==> src/rtl/div_controller_pkg.sv <==
// Shared definitions for the signed divide sequencing controller.
//   - state_t         : controller state encoding
//   - DEFAULT_WIDTH   : operand/result width, matches the divider's DIV_SIZE
//   - DEFAULT_TIMEOUT : cycles allowed in RUN before the watchdog aborts
package div_controller_pkg;

  localparam int DEFAULT_WIDTH   = 32;
  localparam int DEFAULT_TIMEOUT = 40;

  typedef enum logic [2:0] {
    IDLE  = 3'd0,
    START = 3'd1,
    RUN   = 3'd2,
    FIX   = 3'd3,
    DONE  = 3'd4
  } state_t;

endpackage

==> src/rtl/div_controller_sign_fix.sv <==
// Combinational sign conditioning: converts between a magnitude and a
// two's-complement value. Used both to take |A|, |B| before the divider and
// to re-apply signs to the unsigned quotient/remainder afterwards.
//   mag   in  WIDTH  unsigned magnitude (or signed value to be made positive)
//   neg   in  1      negate when high
//   value out WIDTH  neg ? -mag : mag (the most negative value maps to itself)
module div_controller_sign_fix
  import div_controller_pkg::*;
#(
  parameter int WIDTH = DEFAULT_WIDTH
) (
  input  logic [WIDTH-1:0] mag,
  input  logic             neg,
  output logic [WIDTH-1:0] value
);

  assign value = neg ? (~mag + WIDTH'(1)) : mag;

endmodule

==> src/rtl/div_controller.sv <==
// Sequencing controller for the iterative unsigned divider. Latches a signed
// request, feeds magnitudes to the divider, pulses its reset to start it,
// waits for ready (with a watchdog), then sign-corrects and registers the
// result with a one-cycle ready pulse.
//   clock, reset                 clock and synchronous active-high reset
//   ctrl_DIV                     one-cycle request; samples the operands
//   data_operandA/B              signed dividend / divisor
//   data_quotient/remainder      registered signed results
//   data_exception               divide-by-zero or watchdog timeout
//   data_resultRDY               one-cycle pulse when results update
//   busy                         high from the cycle after ctrl_DIV to ready
//   div_start                    one-cycle pulse on the divider's reset
//   div_a, div_b                 |A|, |B| to the divider, held through RUN
//   div_q, div_r, div_rdy        divider results and ready
module div_controller
  import div_controller_pkg::*;
#(
  parameter int WIDTH   = DEFAULT_WIDTH,
  parameter int TIMEOUT = DEFAULT_TIMEOUT
) (
  input  logic             clock,
  input  logic             reset,
  input  logic             ctrl_DIV,
  input  logic [WIDTH-1:0] data_operandA,
  input  logic [WIDTH-1:0] data_operandB,
  output logic [WIDTH-1:0] data_quotient,
  output logic [WIDTH-1:0] data_remainder,
  output logic             data_exception,
  output logic             data_resultRDY,
  output logic             busy,
  output logic             div_start,
  output logic [WIDTH-1:0] div_a,
  output logic [WIDTH-1:0] div_b,
  input  logic [WIDTH-1:0] div_q,
  input  logic [WIDTH-1:0] div_r,
  input  logic             div_rdy
);

  localparam int WD_W = $clog2(TIMEOUT + 1);

  state_t           state;
  logic             sign_a;
  logic             sign_b;
  logic             zero_div;
  logic             timed_out;
  logic [WIDTH-1:0] a_copy;
  logic [WD_W-1:0]  wd;

  logic [WIDTH-1:0] mag_a;
  logic [WIDTH-1:0] mag_b;
  logic [WIDTH-1:0] q_fixed;
  logic [WIDTH-1:0] r_fixed;

  div_controller_sign_fix #(.WIDTH(WIDTH)) u_fix_a (
    .mag   (data_operandA),
    .neg   (data_operandA[WIDTH-1]),
    .value (mag_a)
  );

  div_controller_sign_fix #(.WIDTH(WIDTH)) u_fix_b (
    .mag   (data_operandB),
    .neg   (data_operandB[WIDTH-1]),
    .value (mag_b)
  );

  // Quotient is negative when the operand signs differ; truncation toward zero
  // falls out of dividing magnitudes.
  div_controller_sign_fix #(.WIDTH(WIDTH)) u_fix_q (
    .mag   (div_q),
    .neg   (sign_a ^ sign_b),
    .value (q_fixed)
  );

  // Remainder takes the dividend's sign.
  div_controller_sign_fix #(.WIDTH(WIDTH)) u_fix_r (
    .mag   (div_r),
    .neg   (sign_a),
    .value (r_fixed)
  );

  // NOTE: every register here is assigned with <= so all state updates see the
  // pre-edge values; mixing in = would make results depend on statement order.
  always_ff @(posedge clock) begin
    if (reset) begin
      state          <= IDLE;
      sign_a         <= 1'b0;
      sign_b         <= 1'b0;
      zero_div       <= 1'b0;
      timed_out      <= 1'b0;
      a_copy         <= '0;
      wd             <= '0;
      data_quotient  <= '0;
      data_remainder <= '0;
      data_exception <= 1'b0;
      data_resultRDY <= 1'b0;
      busy           <= 1'b0;
      div_start      <= 1'b0;
      div_a          <= '0;
      div_b          <= '0;
    end else if (ctrl_DIV) begin
      // A request in any state (re)starts: an operation in flight is dropped
      // without a ready pulse; a pulse already showing in DONE is unaffected.
      sign_a         <= data_operandA[WIDTH-1];
      sign_b         <= data_operandB[WIDTH-1];
      div_a          <= mag_a;
      div_b          <= mag_b;
      a_copy         <= data_operandA;
      zero_div       <= (data_operandB == '0);
      timed_out      <= 1'b0;
      wd             <= '0;
      data_resultRDY <= 1'b0;
      busy           <= 1'b1;
      if (data_operandB == '0) begin
        state     <= FIX;
        div_start <= 1'b0;
      end else begin
        state     <= START;
        div_start <= 1'b1;
      end
    end else begin
      data_resultRDY <= 1'b0;
      div_start      <= 1'b0;
      unique case (state)
        IDLE: ;
        START: begin
          state <= RUN;
          wd    <= '0;
        end
        RUN: begin
          // wd == 0 marks the first RUN cycle, where div_rdy may still be
          // left over from the previous operation.
          if (div_rdy && (wd != '0)) begin
            state <= FIX;
          end else if (wd == WD_W'(TIMEOUT - 1)) begin
            state     <= FIX;
            timed_out <= 1'b1;
          end else begin
            wd <= wd + 1'b1;
          end
        end
        FIX: begin
          if (zero_div) begin
            data_quotient  <= '0;
            data_remainder <= a_copy;
            data_exception <= 1'b1;
          end else if (timed_out) begin
            data_quotient  <= '0;
            data_remainder <= '0;
            data_exception <= 1'b1;
          end else begin
            data_quotient  <= q_fixed;
            data_remainder <= r_fixed;
            data_exception <= 1'b0;
          end
          data_resultRDY <= 1'b1;
          state          <= DONE;
        end
        DONE: begin
          state <= IDLE;
          busy  <= 1'b0;
        end
        default: state <= IDLE;
      endcase
    end
  end

endmodule

==> config.mk <==
export PLATFORM = sky130hd
export DESIGN_NAME = div_controller
export DESIGN_NICKNAME = d
export VERILOG_FILES = /design/src/rtl/div_controller_pkg.sv /design/src/rtl/div_controller_sign_fix.sv /design/src/rtl/div_controller.sv
export SDC_FILE = /design/constraint.sdc
export NUM_CORES = 1
export LEC_CHECK = 0
export CAP_MARGIN = 20
export CORE_ASPECT_RATIO = 1.75
export CORE_MARGIN = 5
export CORE_UTILIZATION = 45
export CTS_BUF_LIST = sky130_fd_sc_hd__clkbuf_2 sky130_fd_sc_hd__clkbuf_4 sky130_fd_sc_hd__clkbuf_8
export CTS_CLUSTER_SIZE = 24
export DETAILED_ROUTE_END_ITERATION = 16
export PLACE_DENSITY = 0.82
export SYNTH_ARGS = -nofsm -noshare
export SYNTH_HDL_FRONTEND = slang
export SYNTH_SLANG_ARGS = --single-unit
==> constraint.sdc <==
create_clock -name clock -period 5.1 [get_ports clock]
set_input_delay 1.02 -clock clock [delete_from_list [all_inputs] [get_ports clock]]
set_output_delay 1.02 -clock clock [all_outputs]
set_load 0.02 [all_outputs]
-- Word level (Yosys, flattened, before mapping)
Cells that the tools add are included.
- register bits: 177
- input port bits: 132
- output and inout bits: 132
- word-level logic and storage cells: 70
- $add $sub $neg: 5
- equality and inequality tests: 9
- mux-type cells: 22
- bitwise gates (word level): 7
- reduce and logical (&&, ||, !) cells: 12
- operators with widths (operator ; count):
    two-way mux 32 bit ; 8
    adder 32 x 1 -> 32 bit (second input constant) ; 4
    inverter 32 bit ; 4
    logical NOT 32 bit ; 1
    two-way mux 6 bit ; 2
    case mux 3 bit (4 select lines) ; 1
    case mux 6 bit (2 select lines) ; 1
    two-way mux 3 bit ; 3
    adder 6 x 1 -> 6 bit (second input constant) ; 1
    equality test 3 x 2 -> 1 bit (second input constant) ; 2
    equality test 6 bit (second input constant) ; 1
    two-way mux 1 bit ; 6
    inequality test 2 bit (second input constant) ; 3
    AND reduction 3 bit ; 2
    nonzero test 6 bit ; 1
    inequality test 4 bit (second input constant) ; 1
    AND reduction 2 bit ; 2
    nonzero test 2 bit ; 2
    OR reduction 2 bit ; 2
    equality test 3 x 1 -> 1 bit (second input constant) ; 1
    equality test 3 bit (second input constant) ; 1
    logical NOT 3 bit ; 1
    two-way mux 2 bit ; 1
    inverter 1 bit ; 2
    other kinds (2) ; 2

-- Depth between registers and ports, before layout
Gate-level depths: netlist of run 1.
- depth in word-level cells: 5
- gate-level depth with buffers: 8

-- Cells and area by module
A second synthesis of run 1 with hierarchy kept.
- cells, all modules: 1088
- area total of the unflattened synthesis: 9633.0 um2
- by module, submodules not included (module ; instances ; cells each ; area an instance (um2) ; sequential area each (um2)):
    div_controller ; 1 ; 692 ; 6525.0 ; 3523.4
    div_controller_sign_fix ; 4 ; 99 ; 777.0 ; 0.0

-- Worst setup path after synthesis of run 1
OpenSTA, ideal clock, no wires.
- path kind: input port to flip-flop
- start point: in data_operandA[10]
- end point: reg div_a[26]
- data arrival time: 2.787 ns
- required time: 4.968 ns
- slack: 2.181 ns
- stages on the path: 7
- path buffers: 2
- path through: or4_1 > or4_1 > buf_6 > buf_8 > nor4_2 > mux2i_1 > o22ai_1
- longest elaborated chain between the ends: 3
- ends and longest elaborated chain (item ; RTL line ; text):
    from (decl) ; div_controller.sv:24 ; input logic [WIDTH-1:0] data_operandA,
    inverter 32 bit ; div_controller_sign_fix.sv:17 ; assign value = neg ? (~mag + WIDTH'(1)) : mag;
    adder 32 x 1 -> 32 bit ; div_controller_sign_fix.sv:17 ;
    two-way mux 32 bit ; div_controller_sign_fix.sv:17 ;
    to (signal assigned) ; div_controller.sv:105 ; div_a <= mag_a;
    to (decl) ; div_controller.sv:32 ; output logic [WIDTH-1:0] div_a,
No other way between the ends.
A chain may end at the register's enable or synchronous reset.

-- Worst setup path after layout of run 1
- start point: in data_operandB[0]
- end point: reg div_b[30]
- longest elaborated chain between the ends: 3
- ends and longest elaborated chain (item ; RTL line ; text):
    from (decl) ; div_controller.sv:25 ; input logic [WIDTH-1:0] data_operandB,
    inverter 32 bit ; div_controller_sign_fix.sv:17 ;
    adder 32 x 1 -> 32 bit ; div_controller_sign_fix.sv:17 ;
    two-way mux 32 bit ; div_controller_sign_fix.sv:17 ;
    to (signal assigned) ; div_controller.sv:106 ; div_b <= mag_b;
    to (decl) ; div_controller.sv:33 ; output logic [WIDTH-1:0] div_b,
No other way between the ends.

==> impl_metrics.env, run 1 <==
export IMPL_final_setup_tns_ns=0
export IMPL_cp_start_kind="primary input"
export IMPL_status="complete, no violations"
export IMPL_grt_max_degree=84
export IMPL_synth_xor_area_frac=0.08930
export IMPL_dr_total_vias=9576
export IMPL_io_pins=264
export IMPL_row_count=70
export IMPL_worstPathArrival_ns=3.59
export IMPL_port_buffers=263
export IMPL_fin_worst_skew_ns=0.01302
export IMPL_synth_edf_count=0
export IMPL_p_leak_nw=4.377
export IMPL_viasPerCell=5.878
export IMPL_synthFlopType="dfxtp_1"
export IMPL_grt_use_total=0.2503
export IMPL_p_sw_uw=851.7
export IMPL_synth_top_family_by_area="simple AND/OR/NAND/NOR gates"
export IMPL_grt_pass1_vias=9395
export IMPL_synth_cell_types=65
export IMPL_combPwrFrac=0.203
export IMPL_pwr_share_clk=0.316
export IMPL_regArea_um2=3503
export IMPL_antenna_found_initial=2
export IMPL_drive_gt1_frac=0.05527
export IMPL_post_cts_buffers=0
export IMPL_netlist_instances=1146
export IMPL_endpoint_kind="register"
export IMPL_finalWorstSetupSlack_ns=1.844
export IMPL_wirelength_um=30920
export IMPL_async_flop_share=0
export IMPL_synthAdderAreaFrac=0.007973
export IMPL_dp_hpwl_um=23380
export IMPL_finalCritPeriodShare=0.6384
export IMPL_cts_resized=0
export IMPL_cts_sinks=175
export IMPL_hold_violations=0
export IMPL_rsz0062_at_grt="false"
export IMPL_fmaxAchievable_mhz=307.2
export IMPL_drt_drc_violations_left=0
export IMPL_final_max_slew_violation_count=0
export IMPL_die_w_um=119.3
export IMPL_layout_common_cells="clkdlybuf4s50_1, dfxtp_1, nor2_1, nand2_1, o21ai_0"
export IMPL_drt_iter0_markers=742
export IMPL_cellPowerDensity_nw_per_um2=241.8
export IMPL_pre_cts_slack_ns=1.397
export IMPL_setup_viol=0
export IMPL_gp_congestion=0.9824
export IMPL_initial_core_util=0.4536
export IMPL_layout_cells_most_common="clkdlybuf4s50_1"
export IMPL_synth_nets=1284
export IMPL_yosysWarnings=0
export IMPL_cts_hold_buf=0
export IMPL_finalNetCount=1502
export IMPL_swShare=0.2804
export IMPL_clock_path_buffers=2
export IMPL_syn_to_final_growth_pct=33.39
export IMPL_power_mw=3.037
export IMPL_ant_nets=0
export IMPL_fin_crit_ns=3.256
export IMPL_grt_pass1_wl_um=48810
export IMPL_root_buffer="clkbuf_8"
export IMPL_avgSynthCellArea_um2=8.216
export IMPL_synth_ff_latch_count=175
export IMPL_die_height_um=201.4
export IMPL_num_fill_cells=1839
export IMPL_intPower_mw=2.185
export IMPL_vdd_ir_drop_worst_v=0.0001869
export IMPL_htree_num_levels=4
export IMPL_synth_compound_gate_area_share=0.2150
export IMPL_hp_class="register to register"
export IMPL_dr_pass1_iters=5
export IMPL_synth_mux_area_frac=0.04704
export IMPL_clkSlewWorstSetupHoldPaths_ns=0.09
export IMPL_multi_input_area_um2=5495
export IMPL_drv_cap=0
export IMPL_syn_area_um2=9415
export IMPL_core_um2=20760
export IMPL_synthSimpleGateAreaFrac=0.2222
export IMPL_overflow=0
export IMPL_crit_required_ns=5.43
export IMPL_maxSlewHeadroom=0.3076
export IMPL_seq_power_share=0.482
export IMPL_clk_latency_ns=0.47
export IMPL_ys_seq_area_frac=0.3721
export IMPL_post_drt_wl_per_cell_um=18.98
export IMPL_cts_tree="done"
export IMPL_cp_max_fo=9
export IMPL_die_area_um2=24030
export IMPL_cts_buffers=17
export IMPL_holdWs_ns=0.4543
export IMPL_tightest_slew_ns=1.037
export IMPL_path_class="primary input to register"
[per-stage QoR]
stage          instances  cell area, um^2    util
2_1_floorplan       1146             9415       -
3_3_place_gp        1597            12170  0.5863
3_5_place_dp        1597            12170  0.5863
4_1_cts             1627            12550  0.6048
5_1_grt             1629            12560  0.6051
6_report            1629            12560  0.6051
[cell type report]
type	instances	share of cell area
clock buffers	26	0.02650
clock inverters	4	0.004084
repair buffers	280	0.2194
diodes	2	0.0003985
multi-input cells	863	0.4375
well taps	252	0.02510
inverters	27	0.008069
flip-flops and latches	175	0.2789
[per-layer routing]
layer,vias up,GRT usage,share of wire
met5,-,0,0
met4,0,0.1270,0.048
met3,87,0.07058,0.074
met2,385,0.4479,0.51
met1,4456,0.2651,0.36
li1,4648,-,-
[path summary, 6_finish.rpt]
kind	start	end	slack (ns)	cells past startpoint
worst max-delay path	data_operandB[0]	div_b[30]	1.84	8
worst min register to register	div_a[25]	div_a[25]	0.45	2
worst min-delay path	div_a[25]	div_a[25]	0.45	2
worst max register to register	state[2]	data_quotient[28]	2.51	5
[power groups by stage]
| stage | clock (mW) | sequential [mW] | combinational (mW) |
|---|---|---|---|
| after floorplan | 0 | 1.53 | 0.267 |
| after global placement | 0 | 1.49 | 0.602 |
| after detailed placement | 0 | 1.49 | 0.611 |
| after CTS | 0.983 | 1.46 | 0.614 |
| after global routing | 1.05 | 1.47 | 0.664 |
| final | 0.958 | 1.46 | 0.616 |
[flip-flops by register name (all words and copies together), names as in the netlist]
name	count
wd	6
sign_b	1
zero_div	1
data_resultRDY	1
data_quotient	32
sign_a	1
div_start	1
div_a	32
data_remainder	32
data_exception	1
timed_out	1
state	3
busy	1
div_b	32
a_copy	30
[Yosys cell counts (4+ instances only)]
library cell | number | share of area
a41oi_1 | 13 | 0.012
nor3_1 | 44 | 0.023
a221oi_1 | 19 | 0.018
a211oi_1 | 47 | 0.037
nor2_1 | 162 | 0.065
nor3b_1 | 6 | 0.0048
clkbuf_1 | 66 | 0.026
nand3b_1 | 7 | 0.0056
or4_1 | 12 | 0.0096
ha_1 | 6 | 0.0080
nand4_1 | 8 | 0.0053
nand2b_1 | 8 | 0.0053
or3_1 | 17 | 0.011
and3_1 | 5 | 0.0033
dfxtp_1 | 175 | 0.37
a211o_1 | 4 | 0.0037
a2111oi_0 | 5 | 0.0047
buf_1 | 10 | 0.0040
o22ai_1 | 6 | 0.0040
nand3_1 | 15 | 0.0080
o31ai_1 | 23 | 0.018
nand4b_1 | 6 | 0.0056
a21oi_1 | 43 | 0.023
nand2_1 | 82 | 0.033
xnor2_1 | 39 | 0.036
o41ai_1 | 19 | 0.018
o21ai_0 | 58 | 0.031
a22oi_1 | 14 | 0.011
mux2i_1 | 42 | 0.045
xor2_1 | 57 | 0.053
nor4_1 | 20 | 0.013
a31oi_1 | 16 | 0.011
and2_1 | 4 | 0.0027
or2_2 | 10 | 0.0066
inv_1 | 26 | 0.010
[cells by family (layout without fill, tap and decap cells)]
kind of cell / Yosys count / count (layout)
simple gates: 426 / 426
compound gates: 291 / 291
flops: 175 / 175
buf+inv: 108 / 337
xor+xnor: 96 / 96
mux: 44 / 44
fa+ha+maj: 6 / 6
other cells: 0 / 2
[worst max-delay path, cell delays in order]
cell and delay, ns:
clkdlybuf4s50_1 0.46, inv_1 0.08, ha_1 0.18, nor3b_1 0.40
nand4_1 0.40, nor4_1 0.69, mux2i_1 0.26, o22ai_1 0.08
No activity file was read; power rests on OpenSTA's default activity.
==> inputs of run 2 (changes only) <==
Clock period 5.1 ns to 3.2 ns, I/O delays scaled along.
==> run 2 against run 1 <==
- largest power group unchanged
- power increased by 63%
- worst hold slack improved by 0.0036 ns
- sequential share of layout area decreased by 0.73 points
- design area increased by 2.7%
- critical endpoint is now div_a[19]
- sequential cell count unchanged
- non-clock buffer count increased by 39
- clock power increased by 69%
- setup slack got worse by 1.3 ns
- sequential power increased by 60%
==> impl_metrics.env, run 2 (synthesis gave the netlist of run 1 again) <==
export IMPL_status="complete, no violations"
export IMPL_path_class="primary input to register"
export IMPL_setup_viol=0
export IMPL_cts_hold_buf=0
export IMPL_crit_cells=6
export IMPL_crit_reg2reg_launch="wd[0]"
export IMPL_num_fill_cells=1802
export IMPL_finalNetCount=1541
export IMPL_fin_crit_ns=2.668
export IMPL_grt_max_degree=59
export IMPL_hp_class="register to register"
export IMPL_cp_max_fo=12
export IMPL_holdWs_ns=0.4579
export IMPL_drt_drc_violations_left=0
export IMPL_cts_tree="done"
export IMPL_wirelength_um=31450
export IMPL_die_area_um2=24030
export IMPL_final_setup_tns_ns=0
export IMPL_placed_cell_area_um2=12470
export IMPL_cts_buffers=17
export IMPL_clock_path_buffers=2
export IMPL_antenna_found_initial=1
export IMPL_finalWorstSetupSlack_ns=0.5317
export IMPL_final_max_slew_violation_count=0
export IMPL_io_pins=264
export IMPL_min_delay_start="data_quotient[22]"
export IMPL_cp_common_cell="or4_4"
export IMPL_row_count=70
export IMPL_grt_pass1_vias=9739
export IMPL_reg2regPathDepth=7
export IMPL_tightest_slew_ns=0.6773
export IMPL_drt_iter0_markers=736
export IMPL_clk_latency_ns=0.47
export IMPL_port_buffers=263
export IMPL_cts_resized=0
export IMPL_r2r_slack_ns=1.02
export IMPL_root_buffer="clkbuf_8"
export IMPL_finalCritPeriodShare=0.8338
export IMPL_stdcell_area_um2=12890
export IMPL_syn_to_final_growth_pct=36.96
export IMPL_grt_use_total=0.2544
export IMPL_post_cts_buffers=0
export IMPL_min_to="data_quotient[22]"
export IMPL_hold_violations=0
export IMPL_cts_sinks=175
export IMPL_maxSlewHeadroom=0.5485
export IMPL_crit_required_ns=3.58
export IMPL_cp_start_kind="primary input"
export IMPL_viasPerCell=5.930
export IMPL_slowest_delay_ns=0.64
export IMPL_pre_cts_slack_ns=0.06959
export IMPL_reg2reg_to="wd[3]"
export IMPL_layout_cells_most_common="clkdlybuf4s50_1"
export IMPL_final_util=0.6212
export IMPL_cp_num_buf_inv=1
export IMPL_gp_congestion=0.9701
export IMPL_core_um2=20760
export IMPL_dr_total_vias=9897
export IMPL_multi_input_area_um2=5495
export IMPL_overflow=0
export IMPL_p_leak_nw=4.572
export IMPL_crit_chain="clkdlybuf4s50_1 -> or4_4 -> or4_4 -> o41ai_1 -> xor2_1 -> a211oi_1"
export IMPL_die_w_um=119.3
export IMPL_dr_pass1_iters=6
export IMPL_fmaxAchievable_mhz=374.8
export IMPL_die_height_um=201.4
export IMPL_slowest_stage="or4_4"
export IMPL_vdd_ir_drop_worst_v=0.0002041
export IMPL_dp_hpwl_um=24200
export IMPL_ant_nets=0
export IMPL_regArea_um2=3503
export IMPL_rsz0062_at_grt="false"
export IMPL_fin_worst_skew_ns=0.008609
export IMPL_crit_family="simple AND/OR/NAND/NOR gates"
export IMPL_endpoint_kind="register"
export IMPL_initial_core_util=0.4536
export IMPL_post_drt_wl_per_cell_um=18.84
export IMPL_worstPathArrival_ns=3.05
export IMPL_clkSlewWorstSetupHoldPaths_ns=0.09
export IMPL_grt_pass1_wl_um=49640
export IMPL_drv_cap=0
export IMPL_htree_num_levels=4
export IMPL_holdPathStages=2
export IMPL_drive_gt1_frac=0.08263
export IMPL_cellPowerDensity_nw_per_um2=385.0
export IMPL_layout_common_cells="clkdlybuf4s50_1, dfxtp_1, nor2_1, nand2_1, o21ai_0"
run 2: where the power goes:
group	total, mW	switching (mW)	internal, mW	leakage [nW]
registers	2.33	0.0573	2.27	1.43
logic	1.02	0.531	0.486	2.94
clock network	1.62	0.830	0.790	0.197
total	4.96	1.42	3.55	4.57
run 2: metrics by stage:
| step | cells | total power, mW |
|---|---|---|
| CTS | 1667 | 4.994 |
| floorplan | 1146 | 2.871 |
| global placement | 1635 | 3.367 |
| finish | 1669 | 4.964 |
| global route | 1669 | 5.182 |
| detailed placement | 1635 | 3.386 |
run 2: worst max-delay path by stage:
stage	start	end	slack, ns
finish	data_operandA[5]	div_a[19]	0.53
global route	data_operandA[1]	div_a[20]	0.39
CTS	data_operandA[1]	div_a[20]	0.57
detailed placement	div_r[26]	data_remainder[30]	0.07
global placement	data_operandA[1]	div_a[20]	0.14
floorplan	data_operandA[10]	div_a[26]	0.66
run 2: routing by layer:
| layer | up-vias | GRT usage | part of all wire |
|---|---|---|---|
| met5 | - | 0 | 0 |
| met4 | 0 | 0.1422 | 0.057 |
| met3 | 121 | 0.07199 | 0.078 |
| met2 | 453 | 0.4635 | 0.51 |
| met1 | 4600 | 0.2564 | 0.36 |
| li1 | 4723 | - | - |
run 2: layout make-up:
class,instances,area share
multi-input combinational,863,0.4262
sequential,175,0.2717
timing repair buffer,319,0.2376
tap,252,0.02445
clock buffer,18,0.01921
clock inverter,14,0.01281
inverter,27,0.007859
antenna,1,0.0001941
run 2: tightest hold or removal path, stage by stage, from the launching register on:
cell	delay, ns
dfxtp_1	0.33
nand2_1	0.04
o21ai_0	0.05
==> inputs of run 3 (changes only) <==
Clock period 3.2 ns to 2.5 ns, I/O delays scaled along.
==> run 3 against run 2 <==
- sequential cell count unchanged
- global-route usage grew 1.3 points
- clock skew is 0.0090 ns higher
- via count up 5.1%
- clock power grew 22%
- setup slack worse by 0.47 ns
- combinational power up 40%
==> impl_metrics.env, run 3 (synthesis gave the netlist of run 1 again) <==
export IMPL_cellPowerDensity_nw_per_um2=466.2
export IMPL_num_fill_cells=1698
export IMPL_holdWs_ns=0.3855
export IMPL_die_w_um=119.3
export IMPL_cts_hold_buf=0
export IMPL_grt_use_total=0.2676
export IMPL_drt_drc_violations_left=0
export IMPL_post_cts_buffers=0
export IMPL_p_sw_mw=1.951
export IMPL_layout_common_cells="clkdlybuf4s50_1, dfxtp_1, buf_4, nor2_1, nand2_1"
export IMPL_clock_path_buffers=2
export IMPL_cts_buffers=17
export IMPL_htree_num_levels=4
export IMPL_setup_viol=0
export IMPL_syn_to_final_growth_pct=45.43
export IMPL_gp_congestion=1.030
export IMPL_fmaxAchievable_mhz=409.4
export IMPL_io_pins=264
export IMPL_layout_cells_most_common="clkdlybuf4s50_1"
export IMPL_clk_latency_ns=0.48
export IMPL_core_um2=20760
export IMPL_stdcell_area_um2=13690
export IMPL_vdd_ir_drop_worst_v=0.0003112
export IMPL_initial_core_util=0.4536
export IMPL_dr_pass1_iters=7
export IMPL_finalCritPeriodShare=0.9770
export IMPL_cp_common_cell="or4_4"
export IMPL_intPower_mw=4.433
export IMPL_antenna_found_initial=2
export IMPL_viasPerCell=5.859
export IMPL_fin_crit_ns=2.443
export IMPL_cts_resized=0
export IMPL_finalNetCount=1647
export IMPL_hold_violations=0
export IMPL_post_drt_wl_per_cell_um=18.98
export IMPL_final_cells=1776
export IMPL_grt_max_degree=55
export IMPL_crit_chain="clkdlybuf4s50_1 -> or4_4 -> or4_4 -> buf_4 -> o21ai_0 -> xor2_1 -> a211oi_1"
export IMPL_cp_num_buf_inv=2
export IMPL_row_count=70
export IMPL_final_max_slew_violation_count=0
export IMPL_startpoint="data_operandA[5]"
export IMPL_grt_pass1_wl_um=52120
export IMPL_slowest_delay_ns=0.62
export IMPL_drv_cap=0
export IMPL_hp_class="primary input to register"
export IMPL_swShare=0.3057
export IMPL_cts_tree="done"
export IMPL_rsz0062_at_grt="false"
export IMPL_status="complete, no violations"
export IMPL_crit_required_ns=2.88
export IMPL_min_delay_start="reset"
export IMPL_slowest_stage="or4_4"
export IMPL_cp_max_fo=8
export IMPL_seq_power_share=0.467
export IMPL_port_buffers=263
export IMPL_maxSlewHeadroom=0.2887
export IMPL_ant_nets=0
export IMPL_crit_reg2reg_launch="wd[0]"
export IMPL_path_class="primary input to register"
export IMPL_overflow=0
export IMPL_dp_hpwl_um=25890
export IMPL_endpoint_kind="register"
export IMPL_worstPathArrival_ns=2.83
export IMPL_clkSlewWorstSetupHoldPaths_ns=0.10
export IMPL_finalWorstSetupSlack_ns=0.05743
export IMPL_dr_total_vias=10410
export IMPL_root_buffer="clkbuf_8"
export IMPL_crit_family="simple AND/OR/NAND/NOR gates"
export IMPL_placed_cell_area_um2=13270
export IMPL_p_leak_nw=5.071
export IMPL_grt_pass1_vias=10290
export IMPL_drt_iter0_markers=712
export IMPL_fin_worst_skew_ns=0.01758
export IMPL_drive_gt1_frac=0.1505
export IMPL_dp_cells=1742
export IMPL_cts_sinks=175
export IMPL_die_height_um=201.4
export IMPL_wirelength_um=33710
export IMPL_tightest_slew_ns=1.062
export IMPL_cp_start_kind="primary input"
export IMPL_pwr_share_clk=0.310
export IMPL_combPwrFrac=0.223
export IMPL_power_mw=6.384
export IMPL_die_area_um2=24030
export IMPL_pre_cts_slack_ns=-0.4726
[run 3: final cells by class]
| cell class | instances | area, um^2 | area share |
|---|---|---|---|
| antenna | 2 | 5.005 | 0.0003655 |
| clock buffer | 17 | 234.0 | 0.01709 |
| clock inverter | 15 | 147.6 | 0.01078 |
| inverter | 27 | 101.3 | 0.007401 |
| multi-input combinational | 863 | 5530 | 0.4039 |
| sequential | 175 | 3503 | 0.2558 |
| tap | 252 | 315.3 | 0.02303 |
| timing repair buffer | 425 | 3856 | 0.2816 |
[run 3: worst paths after layout]
path / endpoint / slack, ns / cells past startpoint
worst max-delay path: div_a[11] / 0.06 / 7
worst min-delay path: state[2] / 0.39 / 2
worst max register to register: wd[3] / 0.35 / 7
worst min register to register: data_quotient[0] / 0.46 / 2
[run 3: power by group through the flow]
stage | combinational [mW] | sequential, mW | clock, mW
after CTS | 1.41 | 2.98 | 2.01
after global routing | 1.52 | 2.99 | 2.12
after floorplan | 0.545 | 3.13 | 0
after global placement | 1.38 | 3.04 | 0
final | 1.43 | 2.98 | 1.98
after detailed placement | 1.40 | 3.04 | 0
[run 3: routing by layer]
metal | global-route usage | share of wire | up-vias
li1 | - | - | 4937
met1 | 0.2749 | 0.36 | 4871
met2 | 0.4865 | 0.51 | 472
met3 | 0.05906 | 0.067 | 126
met4 | 0.1639 | 0.061 | 0
met5 | 0 | 0 | -
[run 3: through the flow]
| stage | utilization | TNS (ns) |
|---|---|---|
| after floorplan | - | 0 |
| after global placement | 0.6394 | -11.66 |
| after detailed placement | 0.6394 | -14.96 |
| after CTS | 0.6577 | 0 |
| after global routing | 0.6597 | 0 |
| final | 0.6597 | 0 |
